===== src/rtl/pu_stream_driver.sv =====
// pu_stream_driver
//   Synthesizable stimulus and checker for processing-unit test harnesses.
//   Streams generated input neurons (NUM_PE lanes per word, row tails
//   zero-padded) over a W x H x C x B feature map. Every PU write is compared
//   against the head of an expected-word FIFO filled by the bench or a host.
//   A watchdog fails the run if the PU goes quiet for TIMEOUT cycles.
//
// Ports
//   clk, reset_n        clock, asynchronous active-low reset
//   start               1-cycle pulse, latches cfg_* and enters RUN (ignored in RUN)
//   cfg_width/height/channels/batch   feature-map dimensions (each >= 1)
//   cfg_num_writes      PU writes expected before completion (>= 1)
//   pu_rd_req/pu_rd_ready             read handshake
//   pu_data_in/pu_data_valid          input word, valid 1 cycle after accept
//   pu_wr_req/pu_data_out             PU write strobe and output word
//   exp_valid/exp_ready/exp_data      expected-word FIFO push port
//   busy, pass, fail    run status (pass/fail sticky until the next start)
//   err_count           saturating error count
//   first_err_idx       write index of the first error, all-ones if none
//
// State | meaning
//   IDLE | after reset, waiting for start
//   RUN  | streaming reads and checking writes
//   PASS | all expected writes seen with no error
//   FAIL | error, overrun or watchdog expiry
module pu_stream_driver #(
    parameter int OP_WIDTH  = 16,
    parameter int NUM_PE    = 4,
    parameter int EXP_DEPTH = 16,
    parameter int TIMEOUT   = 10000
) (
    input  logic                         clk,
    input  logic                         reset_n,
    input  logic                         start,
    input  logic [15:0]                  cfg_width,
    input  logic [15:0]                  cfg_height,
    input  logic [15:0]                  cfg_channels,
    input  logic [15:0]                  cfg_batch,
    input  logic [31:0]                  cfg_num_writes,
    input  logic                         pu_rd_req,
    output logic                         pu_rd_ready,
    output logic [OP_WIDTH*NUM_PE-1:0]   pu_data_in,
    output logic                         pu_data_valid,
    input  logic                         pu_wr_req,
    input  logic [OP_WIDTH*NUM_PE-1:0]   pu_data_out,
    input  logic                         exp_valid,
    output logic                         exp_ready,
    input  logic [OP_WIDTH*NUM_PE-1:0]   exp_data,
    output logic                         busy,
    output logic                         pass,
    output logic                         fail,
    output logic [15:0]                  err_count,
    output logic [31:0]                  first_err_idx
);

    localparam int DATA_WIDTH = OP_WIDTH * NUM_PE;
    localparam int AW         = $clog2(EXP_DEPTH);

    typedef enum logic [1:0] {S_IDLE, S_RUN, S_PASS, S_FAIL} state_t;

    state_t state, next_state;

    logic [15:0] cfg_w_q, cfg_h_q, cfg_c_q, cfg_b_q;
    logic [31:0] cfg_nw_q;

    // Read-side position; w_cnt is one bit wider so w+NUM_PE cannot wrap.
    logic [16:0]         w_cnt;
    logic [15:0]         h_cnt, c_cnt, b_cnt;
    logic [OP_WIDTH-1:0] row_base;
    logic                rd_done;
    logic                row_end;
    logic [DATA_WIDTH-1:0] rd_word;

    logic [31:0] wd_cnt;
    logic [31:0] wr_cnt, wr_cnt_nx;
    logic [15:0] err_count_nx;

    logic [DATA_WIDTH-1:0] fifo_mem [EXP_DEPTH];
    logic [AW:0]           wr_ptr, rd_ptr;
    logic                  fifo_empty, fifo_full, fifo_push, fifo_pop;
    logic [DATA_WIDTH-1:0] fifo_head;

    logic start_ok, in_run, rd_accept, run_wr, run_err, ovr_err, any_err, wd_expire;

    // ---------------- status decode ----------------
    assign in_run     = (state == S_RUN);
    assign start_ok   = start && !in_run;
    assign rd_accept  = pu_rd_req && pu_rd_ready;

    assign fifo_empty = (wr_ptr == rd_ptr);
    assign fifo_full  = (wr_ptr[AW] != rd_ptr[AW]) && (wr_ptr[AW-1:0] == rd_ptr[AW-1:0]);
    assign fifo_push  = exp_valid && !fifo_full;
    assign fifo_pop   = pu_wr_req && !fifo_empty;
    assign fifo_head  = fifo_mem[rd_ptr[AW-1:0]];
    assign exp_ready  = !fifo_full;

    assign run_wr     = in_run && pu_wr_req;
    assign run_err    = run_wr && (fifo_empty || (fifo_head != pu_data_out));
    assign ovr_err    = pu_wr_req && ((state == S_PASS) || (state == S_FAIL));
    assign any_err    = run_err || ovr_err;

    assign wr_cnt_nx    = wr_cnt + {31'd0, run_wr};
    assign err_count_nx = (any_err && (err_count != 16'hFFFF)) ? err_count + 16'd1 : err_count;

    // Last idle cycle of the watchdog window; the count is reloaded on activity.
    assign wd_expire  = in_run && !rd_accept && !pu_wr_req && (wd_cnt == 32'd1);

    // ---------------- FSM: state register ----------------
    always_ff @(posedge clk or negedge reset_n) begin
        if (!reset_n) begin
            state <= S_IDLE;
            pass  <= 1'b0;
            fail  <= 1'b0;
        end else begin
            state <= next_state;
            pass  <= (next_state == S_PASS);
            fail  <= (next_state == S_FAIL);
        end
    end

    // ---------------- FSM: next state ----------------
    // Completion looks at this cycle's write so pass/fail rise on the edge
    // that samples the final write.
    always_comb begin
        next_state = state;
        case (state)
            S_IDLE: if (start) next_state = S_RUN;
            S_RUN: begin
                if (wr_cnt_nx == cfg_nw_q)
                    next_state = (err_count_nx == 16'd0) ? S_PASS : S_FAIL;
                else if (wd_expire)
                    next_state = S_FAIL;
            end
            S_PASS: begin
                if (start)        next_state = S_RUN;
                else if (ovr_err) next_state = S_FAIL;
            end
            S_FAIL: if (start) next_state = S_RUN;
            default: next_state = S_IDLE;
        endcase
    end

    // ---------------- FSM: outputs ----------------
    always_comb begin
        busy        = in_run;
        pu_rd_ready = in_run && !rd_done;
    end

    // ---------------- read word generation ----------------
    assign row_end = ((w_cnt + 17'(NUM_PE)) >= {1'b0, cfg_w_q});

    always_comb begin
        rd_word = '0;
        for (int i = 0; i < NUM_PE; i++) begin
            if ((w_cnt + 17'(i)) < {1'b0, cfg_w_q})
                rd_word[i*OP_WIDTH +: OP_WIDTH] = row_base + OP_WIDTH'(w_cnt + 17'(i));
        end
    end

    always_ff @(posedge clk or negedge reset_n) begin
        if (!reset_n) begin
            pu_data_in    <= '0;
            pu_data_valid <= 1'b0;
        end else begin
            pu_data_valid <= rd_accept;
            if (rd_accept) pu_data_in <= rd_word;
        end
    end

    // ---------------- run counters, watchdog, checker ----------------
    always_ff @(posedge clk or negedge reset_n) begin
        if (!reset_n) begin
            cfg_w_q       <= '0;
            cfg_h_q       <= '0;
            cfg_c_q       <= '0;
            cfg_b_q       <= '0;
            cfg_nw_q      <= '0;
            w_cnt         <= '0;
            h_cnt         <= '0;
            c_cnt         <= '0;
            b_cnt         <= '0;
            row_base      <= '0;
            rd_done       <= 1'b0;
            wd_cnt        <= '0;
            wr_cnt        <= '0;
            err_count     <= '0;
            first_err_idx <= '1;
        end else if (start_ok) begin
            cfg_w_q       <= cfg_width;
            cfg_h_q       <= cfg_height;
            cfg_c_q       <= cfg_channels;
            cfg_b_q       <= cfg_batch;
            cfg_nw_q      <= cfg_num_writes;
            w_cnt         <= '0;
            h_cnt         <= '0;
            c_cnt         <= '0;
            b_cnt         <= '0;
            row_base      <= '0;
            rd_done       <= 1'b0;
            wd_cnt        <= 32'(TIMEOUT);
            wr_cnt        <= '0;
            err_count     <= '0;
            first_err_idx <= '1;
        end else begin
            if (in_run) begin
                if (rd_accept || pu_wr_req) wd_cnt <= 32'(TIMEOUT);
                else if (wd_cnt != 32'd0)  wd_cnt <= wd_cnt - 32'd1;
            end

            // Rows are consecutive in index space, so the row base simply
            // advances by W at every row end.
            if (rd_accept) begin
                if (row_end) begin
                    w_cnt    <= '0;
                    row_base <= row_base + OP_WIDTH'(cfg_w_q);
                    if (h_cnt == cfg_h_q - 16'd1) begin
                        h_cnt <= '0;
                        if (c_cnt == cfg_c_q - 16'd1) begin
                            c_cnt <= '0;
                            if (b_cnt == cfg_b_q - 16'd1) rd_done <= 1'b1;
                            else                          b_cnt   <= b_cnt + 16'd1;
                        end else begin
                            c_cnt <= c_cnt + 16'd1;
                        end
                    end else begin
                        h_cnt <= h_cnt + 16'd1;
                    end
                end else begin
                    w_cnt <= w_cnt + 17'(NUM_PE);
                end
            end

            if (run_wr) wr_cnt <= wr_cnt_nx;

            if (any_err) begin
                err_count <= err_count_nx;
                if (err_count == 16'd0) first_err_idx <= wr_cnt;
            end
        end
    end

    // ---------------- expected-word FIFO ----------------
    always_ff @(posedge clk or negedge reset_n) begin
        if (!reset_n) begin
            wr_ptr <= '0;
            rd_ptr <= '0;
        end else begin
            if (fifo_push) wr_ptr <= wr_ptr + 1'b1;
            if (fifo_pop)  rd_ptr <= rd_ptr + 1'b1;
        end
    end

    always_ff @(posedge clk) begin
        if (fifo_push) fifo_mem[wr_ptr[AW-1:0]] <= exp_data;
    end

endmodule


===== config.mk =====
export PLATFORM = sky130hd
export DESIGN_NAME = pu_stream_driver
export DESIGN_NICKNAME = d
export VERILOG_FILES = /design/src/rtl/pu_stream_driver.sv
export SDC_FILE = /design/constraint.sdc
export NUM_CORES = 2
export LEC_CHECK = 0
export CORE_ASPECT_RATIO = 0.5
export CORE_MARGIN = 4
export CORE_UTILIZATION = 40
export DETAILED_ROUTE_END_ITERATION = 7
export PLACE_DENSITY = 0.58
export SETUP_SLACK_MARGIN = 0.05
export SLEW_MARGIN = 20
export SYNTH_ARGS = -nofsm -noshare
export SYNTH_HDL_FRONTEND = slang
export SYNTH_SLANG_ARGS = --single-unit
export TNS_END_PERCENT = 100

===== constraint.sdc =====
create_clock -name clk -period 7.6 [get_ports clk]
set_clock_uncertainty 0.05 [all_clocks]
set_input_delay 1.52 -clock clk [delete_from_list [all_inputs] [get_ports clk]]
set_output_delay 1.52 -clock clk [all_outputs]
set_load 0.02 [all_outputs]

==> tab_implementation.tex <==
\begin{tabular}{lr}
\hline
Metric & Value \\
\hline
\multicolumn{2}{l}{\textbf{Drt}} \\
\quad Number of optimization iterations in the first detailed-route pass & 6 \\
\quad Number of vias per cell after detailed routing & 5.67 \\
\quad Via count & 39,922 \\
\quad Drt drc & 0 \\
\quad Detail-routed net length per standard cell & 25.6 um \\
\quad Post-detailed-routing wire length & 180 mm \\
\quad Iteration-0 DRC Markers & 3,916 \\
\quad Antenna viol nets, final & 0 \\
\multicolumn{2}{l}{\textbf{Finish}} \\
\quad Area Overhead vs Synth & 16.0\% \\
\quad Number of nets in the finished design & 5,214 \\
\quad Non-Filler Instances & 7,038 \\
\quad Ratio of cells with drive above 1 in the final layout & 0.114 \\
\quad Post-route core utilization & 0.470 \\
\multicolumn{2}{l}{\textbf{Synth}} \\
\quad Number of nets produced by synthesis & 4,880 \\
\quad Synth Register Bits & 1,391 \\
\quad Proportion of synthesized chip area in sequential cells & 0.633 \\
\quad Number of synthesized flops with an enable pin & 1,024 \\
\quad Most used flip-flop cell after synthesis & sky130\_fd\_sc\_hd\_\_edfxtp\_1 \\
\quad Proportion of register bits with asynchronous set or reset after synthesis & 0.264 \\
\quad Count of different cell masters after synthesis & 102 \\
\quad Total number of yosys warnings & 0 \\
\quad Gate Count Post-Synth & 4,523 \\
\quad Mean area per synthesized cell & 14.0 um\^{}2 \\
\quad Summed instance area of the synthesized netlist & 0.0631 mm\^{}2 \\
\multicolumn{2}{l}{\textbf{Worst setup path}} \\
\quad Critical path's slowest cell & sky130\_fd\_sc\_hd\_\_clkdlybuf4s50\_1 \\
\quad Launching instance or port of the critical path & pu\_wr\_req \\
\quad Cell type group with the largest total delay on the critical path & simple AND/OR/NAND/NOR gates \\
\quad Delay of the slowest cell on the worst path & 0.76 ns \\
\quad Required time of the critical path & 8.20 ns \\
\quad CP Data Arrival Time & 6.69 ns \\
\quad Type of the setup path with the least slack & input port to register \\
\quad Launching point of the worst reg2reg path & rd\_ptr[0] \\
\quad Total buffers and inverters traversed by the critical path & 3 \\
\quad CP cell instances & clkdlybuf4s50\_1 > nand2\_1 > inv\_1 > ha\_1 > ha\_1 > inv\_1 > or3\_1 > nor4\_2 > mux2i\_1 > a41oi\_1 > o21ai\_1 > or4\_1 > nor4\_2 > or4b\_2 > a211oi\_2 > o2111ai\_1 > o21a\_1 > or2\_1 \\
\quad Sort of element at the end of the critical path & register \\
\quad Worst-path fanout max & 5 \\
\quad Category of the worst setup path launch point & input port \\
\multicolumn{2}{l}{\textbf{Clock network}} \\
\quad Number of buffers created by CTS & 139 \\
\quad Clock tree from TritonCTS & yes \\
\quad Root Buffer Master & sky130\_fd\_sc\_hd\_\_clkbuf\_16 \\
\quad TritonCTS sink count & 1,391 \\
\quad Post-cts resize count & 0 \\
\quad Skew-Pair Late Insertion Delay & 0.78 ns \\
\quad Post-CTS Hold Buffers & 0 \\
\quad Setup Buffers After CTS & 0 \\
\quad Maximum clock path buffer count & 4 \\
\quad Clock slew at the register clock pins of the worst setup and hold paths & 0.07 ns \\
\quad Maximum level of the CTS H-tree & 4 \\
\multicolumn{2}{l}{\textbf{STA}} \\
\quad Rel. slew slack & 0.235 \\
\quad Final count of hold timing violations & 0 \\
\quad Fin Hold WS & 0.433 ns \\
\quad Slew at the pin with the worst max-slew slack & 1.15 ns \\
\quad Sum Neg Setup Slack & 0 ns \\
\quad Fmax & 0.164 GHz \\
\quad Pins over their slew limit & 0 \\
\quad Unrepaired setup endpoints after global routing & no \\
\quad Fin crit share & 0.801 \\
\quad Number of setup violations in the final report & 0 \\
\quad Minimum clock period after layout & 6.09 ns \\
\multicolumn{2}{l}{\textbf{Global routing}} \\
\quad Number of antenna violations at the first check in global routing & 20 \\
\quad Total Routing Usage GR & 0.215 \\
\quad Global-route wire length before repair & 266 mm \\
\quad Pin count of the biggest net entering global routing & 170 \\
\quad Grt ovf & 0 \\
\quad Vias in the first global route & 39,858 \\
\multicolumn{2}{l}{\textbf{Floorplan}} \\
\quad \# rows & 102 \\
\quad Die width & 570 um \\
\quad Effective utilization at floorplan & 0.405 \\
\quad Core Area & 0.156 mm\^{}2 \\
\quad Top-Level Pins & 348 \\
\quad Die outline area & 0.165 mm\^{}2 \\
\quad Y dimension of the die & 289 um \\
\multicolumn{2}{l}{\textbf{Placement}} \\
\quad Placed insts & 6,796 \\
\quad Count of buffers inserted at the top-level ports & 347 \\
\quad Final HPWL DP & 116 mm \\
\quad GP Congestion & 0.903 \\
\multicolumn{2}{l}{\textbf{Min path}} \\
\quad Hold Crit Class & register to register \\
\quad Min-delay src & pu\_data\_in[17] \\
\multicolumn{2}{l}{\textbf{Power}} \\
\quad Leakage power summed over all cells & 0.0268 uW \\
\quad Overall power of the completed layout & 26,900 uW \\
\quad Power density of the placed cells & 367 mW/mm\^{}2 \\
\quad Worst vdd rail ir drop & 0.000216 V \\
\multicolumn{2}{l}{\textbf{Flow run}} \\
\quad Maxcap violations & 0 \\
\multicolumn{2}{l}{\textbf{Outcome}} \\
\quad Status & complete, no violations \\
\hline
\end{tabular}
worst paths after layout:
kind | to | slack (ns) | cells after the start
hold reg to reg | pu_data_in[17] | 0.43 | 2
setup reg to reg | state[0] | 1.53 | 14
max in group asynchronous | wr_cnt[3] | 5.04 | 2
hold / removal | pu_data_in[17] | 0.43 | 2
min in group asynchronous | pu_data_in[0] | 0.79 | 1
setup / recovery | state[0] | 1.51 | 18
report_power, final:
part	switching (uW)	total (uW)	internal, uW
sequential	849	10200	9390
clock	2910	6790	3880
combinational	5890	9870	3980
Yosys cell counts (all sizes together) (20+ instances only):
cell type | instances | area, um^2
edfxtp | 1024 | 30700
nand2 | 497 | 1870
dfrtp | 335 | 8380
mux2i | 257 | 2570
o21ai | 225 | 1130
nor2 | 182 | 693
xnor2 | 181 | 1590
mux4 | 177 | 3990
clkbuf | 138 | 519
ha | 125 | 1560
a21oi | 118 | 591
inv | 118 | 445
xor2 | 103 | 902
buf | 95 | 647
nand3 | 82 | 415
a22o | 76 | 666
nor3 | 74 | 380
a22oi | 68 | 510
o31ai | 50 | 389
and3 | 42 | 263
nand4 | 39 | 250
nor4 | 39 | 263
dfstp | 32 | 841
nand2b | 30 | 188
a21o | 29 | 218
or3 | 28 | 175
nor2b | 27 | 169
o21bai | 22 | 165
o21a | 21 | 158
a31oi | 20 | 125
and2 | 20 | 125
mux2 | 20 | 225
final cells by class:
type                    instances  area [um^2]
repair buffers                426         4150
well taps                    2080         2600
multi-input cells            2780        21700
diodes                         10         25.0
flip-flops and latches       1391        40000
clock inverters                57          558
clock buffers                 175         3800
fillers                     13545        82600
inverters                     119          449
registers in the layout, summed over array words and instances (netlist names), 32 cells and up:
name,flops
cfg_nw_q,32
fifo_mem,1024
first_err_idx,32
pu_data_in,64
wd_cnt,32
wr_cnt,32
stage by stage:
stage | instance area, um^2 | setup WS [ns]
finish | 73300 | 1.51
global route | 73300 | 1.15
CTS | 73200 | 1.46
detailed placement | 68900 | 0.680
global placement | 68900 | 0.706
floorplan | 63100 | -0.803
layer usage:
metal | vias to the layer above | track usage | share of wire
met3 | 266 | 0.0388 | 0.064
li1 | 17839 | - | -
met4 | 4 | 0.0572 | 0.025
met5 | - | 0 | 0.00015
met2 | 1190 | 0.361 | 0.49
met1 | 20623 | 0.289 | 0.42
cells by family (layout without fill, tap and decap cells):
kind of cell,count (synthesis),count (layout),synth area share
DFF,1391,1391,0.633
and+or+nand+nor,1121,1121,0.0837
AOI/OAI and AO/OA,793,793,0.0849
muxes,454,454,0.107
buffers and inverters,352,777,0.0256
xor gates and xnor gates,285,285,0.0398
adders and majority gates,127,127,0.0254
other,0,10,0
worst min-delay path: cells and delay by family, from the launching register on:
kind               cells  cell delay [ns]
DFF                    1             0.34
AOI/OAI and AO/OA      1             0.06
and+or+nand+nor        1             0.05
cell usage in the layout (no fill, tap or decap), types with 15 or more instances in the layout:
cell type,synthesis,routed
sky130_fd_sc_hd__dfstp_2,32,32
sky130_fd_sc_hd__nand3_1,81,81
sky130_fd_sc_hd__clkdlybuf4s50_1,0,346
sky130_fd_sc_hd__xor2_1,103,103
sky130_fd_sc_hd__buf_4,22,73
sky130_fd_sc_hd__xnor2_1,181,181
sky130_fd_sc_hd__o21ai_0,217,217
sky130_fd_sc_hd__mux2_2,17,17
sky130_fd_sc_hd__nand2_1,497,495
sky130_fd_sc_hd__o22ai_1,19,19
sky130_fd_sc_hd__nor2_1,180,174
sky130_fd_sc_hd__and3_1,42,42
sky130_fd_sc_hd__a31oi_1,20,20
sky130_fd_sc_hd__inv_1,117,117
sky130_fd_sc_hd__clkbuf_1,137,22
sky130_fd_sc_hd__nand2b_1,30,30
sky130_fd_sc_hd__a21o_1,29,29
sky130_fd_sc_hd__nor2b_1,27,24
sky130_fd_sc_hd__a22o_1,76,76
sky130_fd_sc_hd__o211ai_1,15,15
sky130_fd_sc_hd__mux2i_1,257,257
sky130_fd_sc_hd__clkbuf_16,0,143
sky130_fd_sc_hd__clkinv_1,1,22
sky130_fd_sc_hd__or4_1,17,17
sky130_fd_sc_hd__ha_1,125,125
sky130_fd_sc_hd__a22oi_1,68,68
sky130_fd_sc_hd__nor3_1,72,68
sky130_fd_sc_hd__nor4_1,36,32
sky130_fd_sc_hd__nand4_1,38,38
sky130_fd_sc_hd__mux4_2,177,177
sky130_fd_sc_hd__o21a_1,21,21
sky130_fd_sc_hd__edfxtp_1,1024,1024
sky130_fd_sc_hd__or3_1,28,28
sky130_fd_sc_hd__o21bai_1,22,22
sky130_fd_sc_hd__dfrtp_1,335,331
sky130_fd_sc_hd__o31ai_1,49,49
sky130_fd_sc_hd__a21oi_1,118,118
No activity file was read; power rests on OpenSTA's default activity.
